### src/rtl/pdm_cic_decimator.sv
// PDM->PCM Hogenauer CIC decimator (N stages, R=2^LOG2R, M=1). Latency: strobe edge -> registered pcm_out.
// No backpressure: ce=0 freezes all state and drives pcm_valid low; pcm_valid is a one-cycle strobe.
module pdm_cic_decimator #(
  parameter int N     = 4,
  parameter int LOG2R = 6,
  parameter int OUT_W = 16
) (
  input  logic             clk,
  input  logic             reset,
  input  logic             ce,
  input  logic             pdm_in,
  output logic [OUT_W-1:0] pcm_out,
  output logic             pcm_valid
);

  localparam int ACC_W = N * LOG2R + 2;
  localparam int SHIFT = N * LOG2R - (OUT_W - 1);
  localparam logic signed [ACC_W-1:0] SAT_MAX = {{(ACC_W-OUT_W+1){1'b0}}, {(OUT_W-1){1'b1}}};
  localparam logic signed [ACC_W-1:0] SAT_MIN = ~SAT_MAX;

  logic signed [ACC_W-1:0] integ_q [N];
  logic signed [ACC_W-1:0] integ_d [N];
  logic signed [ACC_W-1:0] dly_q   [N];
  logic signed [ACC_W-1:0] dly_d   [N];
  logic signed [ACC_W-1:0] comb_c  [N+1];
  logic [LOG2R-1:0]        cnt_q, cnt_d;
  logic [OUT_W-1:0]        pcm_out_q, pcm_out_d;
  logic                    pcm_valid_q, pcm_valid_d;
  logic signed [ACC_W-1:0] x;
  logic signed [ACC_W-1:0] scaled;
  logic                    strobe;

  always_comb begin
    x      = pdm_in ? {{(ACC_W-1){1'b0}}, 1'b1} : {ACC_W{1'b1}};
    strobe = ce && (cnt_q == {LOG2R{1'b1}});

    // Comb chain is evaluated combinationally from the pre-update integrator output.
    comb_c[0] = integ_q[N-1];
    for (int k = 1; k <= N; k++) begin
      comb_c[k] = comb_c[k-1] - dly_q[k-1];
    end
    scaled = comb_c[N] >>> SHIFT;

    integ_d     = integ_q;
    dly_d       = dly_q;
    cnt_d       = cnt_q;
    pcm_out_d   = pcm_out_q;
    pcm_valid_d = 1'b0;

    if (ce) begin
      integ_d[0] = integ_q[0] + x;
      for (int k = 1; k < N; k++) begin
        integ_d[k] = integ_q[k] + integ_q[k-1];
      end
      cnt_d = cnt_q + LOG2R'(1);
    end

    if (strobe) begin
      for (int k = 0; k < N; k++) begin
        dly_d[k] = comb_c[k];
      end
      pcm_valid_d = 1'b1;
      if (scaled > SAT_MAX) begin
        pcm_out_d = SAT_MAX[OUT_W-1:0];
      end else if (scaled < SAT_MIN) begin
        pcm_out_d = SAT_MIN[OUT_W-1:0];
      end else begin
        pcm_out_d = scaled[OUT_W-1:0];
      end
    end
  end

  always_ff @(posedge clk) begin
    if (reset) begin
      integ_q     <= '{default: '0};
      dly_q       <= '{default: '0};
      cnt_q       <= '0;
      pcm_out_q   <= '0;
      pcm_valid_q <= 1'b0;
    end else begin
      integ_q     <= integ_d;
      dly_q       <= dly_d;
      cnt_q       <= cnt_d;
      pcm_out_q   <= pcm_out_d;
      pcm_valid_q <= pcm_valid_d;
    end
  end

  assign pcm_out   = pcm_out_q;
  assign pcm_valid = pcm_valid_q;

endmodule

### config.mk
export PLATFORM = sky130hd
export DESIGN_NAME = pdm_cic_decimator
export DESIGN_NICKNAME = d
export VERILOG_FILES = /design/src/rtl/pdm_cic_decimator.sv
export SDC_FILE = /design/constraint.sdc
export NUM_CORES = 1
export LEC_CHECK = 0
export BUFFER_PORTS_ARGS = -buffer_cell sky130_fd_sc_hd__buf_4
export CORE_MARGIN = 4
export CORE_UTILIZATION = 60
export CTS_CLUSTER_DIAMETER = 80
export DETAILED_ROUTE_END_ITERATION = 10
export MAX_ROUTING_LAYER = met4
export PLACE_DENSITY_LB_ADDON = 0.1
export SLEW_MARGIN = 20
export SYNTH_ARGS = -nofsm -noshare
export SYNTH_HDL_FRONTEND = slang
export SYNTH_SLANG_ARGS = --single-unit
### constraint.sdc
create_clock -name clk -period 12.9 [get_ports clk]
set_clock_uncertainty 0.05 [all_clocks]
set_input_delay 0.645 -clock clk [delete_from_list [all_inputs] [get_ports clk]]
set_output_delay 0.645 -clock clk [all_outputs]
set_load 0.005 [all_outputs]
# Yosys cells after proc, flatten, opt, wreduce, memory -nomap -nowiden
# Cells that the tools add are included.
dict set report totals {
  register_bits 231
  latchBits 0
  ramBits 0
  mem_bits_ro 0
  input_bits 4
  output_inout_bits 17
  wordCells 28
  n_memories 0
}
dict set report classes {
  n_addsub 9
  mul 0
  div 0
  magnitude_cmp 2
  eq_ne 1
  shift 0
  n_mux 4
  bitwise_logic 0
  n_reduce_logical 1
}
# op count
set op_table {}
lappend op_table {{adder 26 bit} 4}
lappend op_table {{subtractor 26 bit} 4}
lappend op_table {{2-to-1 mux 16 bit} 2}
lappend op_table {{2-to-1 mux 26 bit} 1}
lappend op_table {{greater-than comparator 17 x 16 -> 1 bit, second input constant} 1}
lappend op_table {{< comparator 17 x 16 -> 1 bit, second input constant} 1}
lappend op_table {{adder 6 x 1 -> 6 bit, second input constant} 1}
lappend op_table {{== test 6 bit, second input constant} 1}
lappend op_table {{logical AND 1 bit} 1}
lappend op_table {{2-to-1 mux 1 bit} 1}

# Longest topological paths before layout
# Gate-level depths: netlist of the first run.
dict set report logic_depth {
  word_depth 7
  ltp_mapped 42
  depth_no_buf 41
}

# Worst setup path before layout of the first run
# No wires, ideal clock.
dict set report synth_path {
  path_type {reg-to-reg}
  startpoint {register integ_q, in the netlist comb_c[104]}
  endpoint {register pcm_out_q[10], in the netlist pcm_out[10]}
  setup_ps 66
  arrival_ps 7108
  t_required_ps 12784
  path_slack_ps 5676
  path_stages_with_launch 42
  path_buffers 1
  period_less_slack_ps 7224
  cell_sequence {dfxtp_1 > inv_1 > ha_1 > fa_1 > nor2b_1 > o21a_1 > o21ai_0 > a31oi_1 > nor2_1 > o21ai_0 > xor2_1 > ha_1 > nand3_1 > nand2_1 > a41oi_1 > a21bo_2 > nor2b_1 > o21bai_1 > [6 not listed] > a41o_1 > a21oi_1 > o21ba_2 > o21bai_1 > a21oi_1 > xnor2_1 > ha_1 > nand3_1 > nor2_1 > a211oi_1 > o21ai_1 > or4_1 > a31oi_1 > xnor2_1 > and2_4 > buf_12 > o211ai_2 > a21oi_2}
}
# element line_no
set synth_lines {}
lappend synth_lines {{start: declaration} 21} ;# logic signed [ACC_W-1:0] integ_q [N];
lappend synth_lines {{start signal: assignment} 81} ;# integ_q <= integ_d;
lappend synth_lines {{end signal: assignment} 84} ;# pcm_out_q <= pcm_out_d;
lappend synth_lines {{end: declaration} 27} ;# logic [OUT_W-1:0] pcm_out_q, pcm_out_d;

==> impl_metrics.env, run 1 <==
export IMPL_rr_worst_depth=40
export IMPL_portBuffers=20
export IMPL_finalMaxSlewViolations=0
export IMPL_post_cts_buffers=0
export IMPL_rows=61
export IMPL_fin_setup_tns_ns=0
export IMPL_synthesis_nets=2412
export IMPL_crit_start="comb_c[104]"
export IMPL_grt_usage_pct=23.17
export IMPL_syn_cell_area_um2=17190
export IMPL_cts_sinks=231
export IMPL_async_flop_share_pct=0
export IMPL_routed_wl_um=35270
export IMPL_cts_htree_levels=1
export IMPL_grt_first_pass_wirelength_um=61850
export IMPL_crit_family="compound AO/OA/AOI/OAI gates"
export IMPL_insertion_delay_ns=0.54
export IMPL_diodes=0
export IMPL_core_area_um2=28010
export IMPL_path_clk_slew_ns=0.06
export IMPL_drtIter0Drc=715
export IMPL_drtAntennaViolNets=0
export IMPL_die_w_um=177.2
export IMPL_drcViolationCount=0
export IMPL_synth_top_flop_cell="dfxtp_1"
export IMPL_yosys_area_top_type="dfxtp_1"
export IMPL_area_growth_pct=7.644
export IMPL_syn_inst=2202
export IMPL_die_h_um=177.2
export IMPL_first_global_vias=13800
export IMPL_hpwl_um=25230
export IMPL_critical_path_arrival_ns=8.67
export IMPL_rsz0062_at_grt="no"
export IMPL_final_core_util_pct=66.05
export IMPL_timing_rr_start="comb_c[104]"
export IMPL_run_status="complete, no violations"
export IMPL_root_buffer="clkbuf_16"
export IMPL_max_slew_margin_rel_pct=41.86
export IMPL_synth_edf_count=0
export IMPL_cts_tree="built"
export IMPL_critPathMaxFanout=12
export IMPL_filler_cell_count=2419
export IMPL_fin_ws_ns=4.640
export IMPL_avgViaCountPerCell=5.608
export IMPL_fin_nets=2396
export IMPL_dr_pass1_iters=5
export IMPL_maxCapViolCount=0
export IMPL_pin_count=21
export IMPL_finalCriticalPeriod_ns=8.261
export IMPL_die_area_um2=31420
export IMPL_layout_commonest_cell="nand2_1"
export IMPL_r2r_slack_ns=4.64
export IMPL_hold_violations=0
export IMPL_finalSetupViolations=0
export IMPL_drive_gt1_share_pct=5.938
export IMPL_initial_core_util_pct=61.36
export IMPL_worstSetupEndpoint="pcm_out[3]"
export IMPL_grt_ovfl_total=0
export IMPL_cpPeakStageDelay_ns=0.47
export IMPL_worst_path_buf_inv=1
export IMPL_syn_area_per_cell_um2=7.805
export IMPL_ys_warn_count=0
export IMPL_clock_fmax_mhz=121.1
export IMPL_vias=14490
export IMPL_ctsLongestPathBuffers=3
export IMPL_fin_crit_sh_pct=64.03
export IMPL_crit_path_top_delay_cell="or4_1"
export IMPL_grt_max_degree=107
export IMPL_r2r_end="pcm_out[3]"
export IMPL_hp_class="reg -> reg"
export IMPL_cp_depth=40
export IMPL_place_ws_ns=4.708
export IMPL_mostFrequentLayoutCells="nand2_1, a21oi_1, nor2_1, dfxtp_1, ha_1"
export IMPL_ys_ff_latch=231
export IMPL_cp_required_ns=13.31
export IMPL_antenna_found_initial=0
export IMPL_post_drt_wl_per_cell_um=13.65
export IMPL_startpoint_type="flip-flop"
export IMPL_ctsHoldBuffers=0
export IMPL_gp_congestion=0.9158
export IMPL_yosysSeqAreaShare_pct=26.91
export IMPL_crit_top_cell="ha_1"
export IMPL_worst_slew_pin_slew_ns=0.8721
export IMPL_numCtsBuffers=28
export IMPL_synth_area_leaders="dfxtp_1, ha_1, a21oi_1"
export IMPL_ys_types=91
export IMPL_endpoint_kind="flip-flop"
export IMPL_cts_resized=0
export IMPL_synth_top_cell_area_share_pct=26.91
export IMPL_worst_setup_path_type="reg -> reg"
## how the worst min path moves through the flow
| stage | from | end | slack [ns] | cells after the start |
|---|---|---|---|---|
| 2_1_floorplan | dly_q[1] | dly_q[1] | 0.39 | 2 |
| 3_3_place_gp | dly_q[60] | dly_q[60] | 0.39 | 2 |
| 3_5_place_dp | dly_q[72] | dly_q[72] | 0.40 | 2 |
| 4_1_cts | dly_q[60] | dly_q[60] | 0.40 | 2 |
| 5_1_grt | dly_q[99] | dly_q[99] | 0.42 | 2 |
| 6_report | dly_q[60] | dly_q[60] | 0.40 | 2 |
## metrics by stage
| step | hold WS (ns) | area [µm²] | cells |
|---|---|---|---|
| 5_1_grt | 0.4215 | 18500 | 2584 |
| 3_3_place_gp | 0.3911 | 17540 | 2534 |
| 2_1_floorplan | 0.3853 | 17190 | 2202 |
| 6_report | 0.4013 | 18500 | 2584 |
| 3_5_place_dp | 0.3963 | 17540 | 2534 |
| 4_1_cts | 0.4036 | 18500 | 2584 |
## worst register-to-register path: cells and delay by family, from the launching register on
kind | cells | cell delay, ns
buffers and inverters | 1 | 0.06
AOI/OAI and AO/OA | 19 | 3.48
DFF | 1 | 0.37
xor gates and xnor gates | 4 | 0.87
adders and majority gates | 5 | 1.55
and+or+nand+nor | 11 | 1.84
## layer usage
layer  share of wire [%]  track usage [%]  wire, µm
met3                 2.2            2.457       790
met2                  49            41.73     17240
met4                 2.5            6.576       892
met5                   0                -         0
met1                  46            27.44     16350
## cells by family after synthesis
| family | Yosys count | synth area share, % |
|---|---|---|
| multiplexers | 47 | 2.745 |
| flip-flops | 231 | 26.91 |
| AO/OA/AOI/OAI | 592 | 22.18 |
| buffers and inverters | 243 | 5.715 |
| AND/OR/NAND/NOR | 719 | 18.48 |
| XOR/XNOR | 163 | 8.612 |
| adder cells (fa/ha/maj) | 207 | 15.36 |
## cell type report
type | count | area [µm²] | area share [%]
clock buffer | 43 | 848.3 | 4.585
clock inverter | 7 | 110.1 | 0.5952
inverter | 169 | 634.4 | 3.429
multi-input combinational | 1728 | 11600 | 62.68
sequential | 231 | 4624 | 25.00
tap | 378 | 473.0 | 2.556
timing repair buffer | 28 | 214.0 | 1.157
## cell usage after synthesis, drive strengths merged, types with 11 or more instances
cell type,count
a21boi,11
nand2,289
or3,17
o21a,16
o21bai,19
a21oi,263
clkbuf,59
nand2b,25
nand3,28
o31ai,12
a211oi,28
xor2,53
a31oi,18
or2,11
buf,15
nor2,231
a21o,56
nand4,12
mux2i,46
o21ai,81
dfxtp,231
o211ai,21
ha,199
nor3,36
inv,169
xnor2,109
nor2b,25
## flip-flops by register name, indices dropped and copies added, names as in the netlist
register   count
cnt_q          6
comb_c        26
dly_q        104
integ_q       78
pcm_out       16
pcm_valid      1
Power of run 1 is left out: the tool's default activity adds up to more than one toggle a clock period on the data nets, which glitch-free logic cannot reach.
==> inputs of run 2 (changes only) <==
==> constraint.sdc (replaced) <==
create_clock -name clk -period 7.63 [get_ports clk]
set_clock_uncertainty 0.05 [all_clocks]
set_input_delay 0.3815 -clock clk [delete_from_list [all_inputs] [get_ports clk]]
set_output_delay 0.3815 -clock clk [all_outputs]
set_load 0.005 [all_outputs]
==> run 2 against run 1 <==
Count of clock-buffer cells in the layout is the same; setup slack lost 4.3 ns; via count grew 1.6%; final area grew 2.7%; hold slack lost 0.14 ns; final cell count grew 1.1%; wire length grew 2.8%; maximum frequency grew 13%; sequential share of layout area shrank 0.66 points; flip-flop and latch count is the same; register-to-register slack lost 4.3 ns; largest cell class unchanged.
==> impl_metrics.env, run 2 (synthesis gave the netlist of run 1 again) <==
export IMPL_die_w_um=177.2
export IMPL_portBuffers=20
export IMPL_initial_core_util_pct=61.36
export IMPL_layout_commonest_cell="nand2_1"
export IMPL_cts_tree="built"
export IMPL_multi_input_comb_area_um2=11900
export IMPL_drcViolationCount=0
export IMPL_drtIter0Drc=703
export IMPL_diodes=0
export IMPL_run_status="complete, no violations"
export IMPL_numCtsBuffers=28
export IMPL_dr_pass1_iters=7
export IMPL_core_area_um2=28010
export IMPL_min_from="reset"
export IMPL_startpoint_type="flip-flop"
export IMPL_post_drt_wl_per_cell_um=13.87
export IMPL_top_register="dly_q"
export IMPL_finalMaxSlewViolations=0
export IMPL_timing_rr_start="comb_c[104]"
export IMPL_first_global_vias=14150
export IMPL_root_buffer="clkbuf_16"
export IMPL_critical_path_arrival_ns=7.68
export IMPL_pin_count=21
export IMPL_drtAntennaViolNets=0
export IMPL_area_growth_pct=10.59
export IMPL_final_area_um2=19010
export IMPL_max_slew_margin_rel_pct=33.58
export IMPL_antenna_found_initial=0
export IMPL_cts_htree_levels=1
export IMPL_rows=61
export IMPL_gp_congestion=0.9126
export IMPL_die_area_um2=31420
export IMPL_grt_usage_pct=23.28
export IMPL_ctsHoldBuffers=0
export IMPL_filler_cell_count=2364
export IMPL_finalSetupViolations=0
export IMPL_die_h_um=177.2
export IMPL_worst_slew_pin_slew_ns=0.9963
export IMPL_avgViaCountPerCell=5.633
export IMPL_hp_class="in -> reg"
export IMPL_cp_required_ns=7.99
export IMPL_largest_reg_flops=104
export IMPL_critPathMaxFanout=6
export IMPL_routed_wl_um=36250
export IMPL_hold_violations=0
export IMPL_cpPeakStageDelay_ns=0.54
export IMPL_ctsLongestPathBuffers=3
export IMPL_vias=14720
export IMPL_endpoint_kind="flip-flop"
export IMPL_maxCapViolCount=0
export IMPL_fin_nets=2425
export IMPL_clock_fmax_mhz=136.6
export IMPL_grt_max_degree=95
export IMPL_grt_ovfl_total=0
export IMPL_placed_area_um2=17610
export IMPL_finalCriticalPeriod_ns=7.320
export IMPL_seqCellArea_um2=4626
export IMPL_grt_first_pass_wirelength_um=62160
export IMPL_dp_cells=2543
export IMPL_crit_start="comb_c[104]"
export IMPL_cts_sinks=231
export IMPL_hpwl_um=25130
export IMPL_stdcell_count=2613
export IMPL_worst_setup_path_type="reg -> reg"
export IMPL_mostFrequentLayoutCells="nand2_1, a21oi_1, dfxtp_1"
export IMPL_insertion_delay_ns=0.54
export IMPL_crit_path_top_delay_cell="fa_2"
export IMPL_drive_gt1_share_pct=9.306
export IMPL_fin_crit_sh_pct=95.94
export IMPL_path_clk_slew_ns=0.06
-- run 2: cell types whose count changed in the layout (fill, tap and decap cells not counted), moves of 4 or more --
cell	change
a21oi_2	+7
o21ai_0	-7
xnor2_2	+6
a21oi_1	-7
o21ai_2	+4
ha_4	+4
buf_4	+25
xnor2_1	-7
ha_1	-7
-- run 2: through the flow --
stage	utilization, %	setup TNS, ns	hold WS (ns)	setup slack [ns]
floorplan	-	0	0.3853	0.4059
global placement	62.87	0	0.3911	0.07063
detailed placement	62.87	-0.4456	0.3963	-0.05815
CTS	66.42	0	0.2412	0.02853
global route	67.85	-1.380	0.2638	-0.1377
finish	67.85	0	0.2655	0.3096
-- run 2: critical path: cells and delay by family (launching register included) --
kind	cells	cell delay, ns
flip-flops	1	0.35
AND/OR/NAND/NOR	6	1.32
buffers and inverters	3	0.25
XOR/XNOR	3	0.38
AO/OA/AOI/OAI	19	3.00
adder cells (fa/ha/maj)	5	1.82
-- run 2: metal layers --
| layer | global-route usage, % | wire length, µm | up-vias | share of wire [%] |
|---|---|---|---|---|
| met2 | 42.18 | 17940 | 171 | 49 |
| met4 | 6.834 | 854 | 0 | 2.4 |
| li1 | - | - | 7683 | - |
| met1 | 27.28 | 16620 | 6793 | 46 |
| met3 | 2.478 | 828 | 72 | 2.3 |
| met5 | - | 0 | - | 0 |
-- run 2: area by class of cell --
type	count	area share, %
inverter	169	3.338
clock buffer	43	4.411
tap	378	2.488
multi-input combinational	1730	62.61
sequential	231	24.34
clock inverter	7	0.5793
timing repair buffer	55	2.232
-- run 2: worst paths after layout --
path	to	slack, ns	depth (start not counted)
setup reg to reg	pcm_out[1]	0.31	36
hold / removal	dly_q[46]	0.27	2
setup / recovery	pcm_out[1]	0.31	36
hold reg to reg	dly_q[60]	0.40	2
-- run 2: repair_timing --
action | 4_1_cts | 5_1_grt
hold endpoints to repair | 0 | 0
buffers inserted | 0 | 18
endpoints found under the setup margin | 12 | 16
resized for setup | 7 | 60
pin swaps | 2 | 49
cloned | 2 | 0
Power of run 2 is left out for the same reason.
==> inputs of run 3 (changes only) <==
--- a/config.mk
+++ b/config.mk
@@ -10,8 +10,10 @@
 export CORE_UTILIZATION = 60
 export CTS_CLUSTER_DIAMETER = 80
 export DETAILED_ROUTE_END_ITERATION = 10
+export GPL_TIMING_DRIVEN = 0
 export MAX_ROUTING_LAYER = met4
 export PLACE_DENSITY_LB_ADDON = 0.1
+export SETUP_SLACK_MARGIN = 0.05
 export SLEW_MARGIN = 20
 export SYNTH_ARGS = -nofsm -noshare
 export SYNTH_HDL_FRONTEND = slang
==> constraint.sdc (replaced) <==
create_clock -name clk -period 7.63 [get_ports clk]
set_clock_uncertainty 0.05 [all_clocks]
set_input_delay 0.763 -clock clk [delete_from_list [all_inputs] [get_ports clk]]
set_output_delay 0.763 -clock clk [all_outputs]
set_load 0.005 [all_outputs]
==> run 3 against run 2 <==
Hold slack better by 0.14 ns; maximum frequency down 2.8%; count of clock-buffer cells in the layout fell by 4; setup slack lost 0.21 ns; sequential share of layout area down 0.40 points; non-clock buffer count rose by 73; global-route usage increased by 4.3 points; critical path depth shrank 1; final area rose by 1.7%; first-iteration DRC count up 56%; final cell count rose by 2.6%; register-to-register slack worse by 0.21 ns; critical path type unchanged.
==> impl_metrics.env, run 3 (synthesis gave the netlist of run 1 again) <==
export IMPL_run_status="complete, no violations"
export IMPL_stdcell_count=2680
export IMPL_grt_usage_pct=27.54
export IMPL_filler_cell_count=2277
export IMPL_endpoint_kind="flip-flop"
export IMPL_r2r_end="pcm_out[2]"
export IMPL_busiest_layer="met2"
export IMPL_hold_depth=2
export IMPL_cp_required_ns=7.97
export IMPL_worst_slew_pin_slew_ns=1.005
export IMPL_ctsLongestPathBuffers=3
export IMPL_vias=15270
export IMPL_die_h_um=177.2
export IMPL_fin_crit_sh_pct=98.72
export IMPL_initial_core_util_pct=61.36
export IMPL_crit_path_top_delay_cell="or4_4"
export IMPL_path_clk_slew_ns=0.06
export IMPL_area_growth_pct=12.46
export IMPL_mostFrequentLayoutCells="nand2_1, a21oi_1, dfxtp_1"
export IMPL_insertion_delay_ns=0.54
export IMPL_dr_pass1_iters=8
export IMPL_r2r_slack_ns=0.1
export IMPL_die_area_um2=31420
export IMPL_seqCellArea_um2=4627
export IMPL_finalCriticalPeriod_ns=7.532
export IMPL_rr_worst_depth=35
export IMPL_largest_reg_flops=104
export IMPL_met1_usage_pct=30.68
export IMPL_hpwl_um=32740
export IMPL_cpPeakStageDelay_ns=0.54
export IMPL_worst_setup_path_type="reg -> reg"
export IMPL_avgViaCountPerCell=5.699
export IMPL_core_area_um2=28010
export IMPL_rsz0062_at_grt="yes"
export IMPL_max_slew_margin_rel_pct=33.03
export IMPL_drive_gt1_share_pct=9.774
export IMPL_drcViolationCount=0
export IMPL_place_ws_ns=-0.7630
export IMPL_startpoint_type="flip-flop"
export IMPL_routed_wl_um=43530
export IMPL_clock_fmax_mhz=132.8
export IMPL_placed_area_um2=17800
export IMPL_critPathMaxFanout=6
export IMPL_grt_max_degree=27
export IMPL_cts_sinks=231
export IMPL_finalSetupViolations=0
export IMPL_pin_count=21
export IMPL_fin_ws_ns=0.09757
export IMPL_critical_path_arrival_ns=7.87
export IMPL_first_global_vias=14600
export IMPL_gp_congestion=0.8781
export IMPL_portBuffers=19
export IMPL_drtAntennaViolNets=0
export IMPL_use_met3_pct=3.333
export IMPL_worstHoldEndpoint="dly_q[84]"
export IMPL_layout_commonest_cell="nand2_1"
export IMPL_final_area_um2=19330
export IMPL_antenna_found_initial=0
export IMPL_cts_tree="built"
export IMPL_post_drt_wl_per_cell_um=16.24
export IMPL_grt_first_pass_wirelength_um=70070
export IMPL_hp_class="reg -> reg"
export IMPL_root_buffer="clkbuf_16"
export IMPL_drtIter0Drc=1095
export IMPL_fin_nets=2495
export IMPL_hold_violations=0
export IMPL_top_register="dly_q"
export IMPL_dp_cells=2599
export IMPL_met2_usage_pct=48.90
export IMPL_finalMaxSlewViolations=0
export IMPL_timing_rr_start="dly_q[80]"
export IMPL_grt_ovfl_total=0
export IMPL_cts_htree_levels=1
export IMPL_numCtsBuffers=27
export IMPL_maxCapViolCount=0
export IMPL_rows=61
export IMPL_min_from="dly_q[84]"
export IMPL_diodes=0
export IMPL_die_w_um=177.2
export IMPL_multi_input_comb_area_um2=11930
## run 3: cell count changes in the layout (fill, tap and decap cells not counted), sizes merged
cell and change:
clkbuf +56, buf +13, bufinv -2, and2 -1
clkinv +1, clkinvlp +1, or2 -1
## run 3: final cells by class
type,count,share of cell area (%)
Timing Repair Buffer,54,2.227
Clock buffer,39,4.195
Inverter,169,3.282
Buffer,74,1.845
Sequential cell,231,23.94
Multi-Input combinational cell,1728,61.74
Tap cell,378,2.447
Clock inverter,7,0.3237
## run 3: worst max-delay path, delay by kind of cell (launching register included)
family          cells  cell delay (ns)
xor+xnor            3             0.45
simple gates       11             2.29
fa+ha+maj           5             1.50
compound gates     13             2.45
flops               1             0.32
buf+inv             3             0.34
## run 3: stage by stage
step                hold WS, ns  utilization, %  setup TNS, ns
floorplan                0.3853               -              0
global placement         0.3911           63.55         -7.837
detailed placement       0.3965           63.55         -10.66
CTS                      0.4044           67.35              0
global route             0.4180           69.00         -3.105
finish                   0.4024           69.00              0
## run 3: timing repair
| item | 4_1_cts | 5_1_grt |
|---|---|---|
| pin swaps | 14 | 63 |
| endpoints found under the setup margin | 16 | 16 |
| setup buffers | 17 | 17 |
| hold buffers | 0 | 0 |
| resized for setup | 16 | 68 |
| gates cloned | 0 | 1 |
## run 3: worst max-delay path by stage
stage / startpoint / end / cells past startpoint
finish: dly_q[80] / pcm_out[2] / 35
global route: comb_c[104] / pcm_out[1] / 41
CTS: comb_c[105] / pcm_out[13] / 39
detailed placement: comb_c[104] / pcm_out[13] / 41
global placement: comb_c[104] / pcm_out[5] / 41
floorplan: comb_c[104] / pcm_out[10] / 41
## run 3: metal layers
layer  part of all wire, %  vias up
met5                     0        -
met4                   5.1        0
met3                   3.7      117
met2                    49      305
met1                    42     7034
li1                      -     7816
Power of run 3 is left out for the same reason.
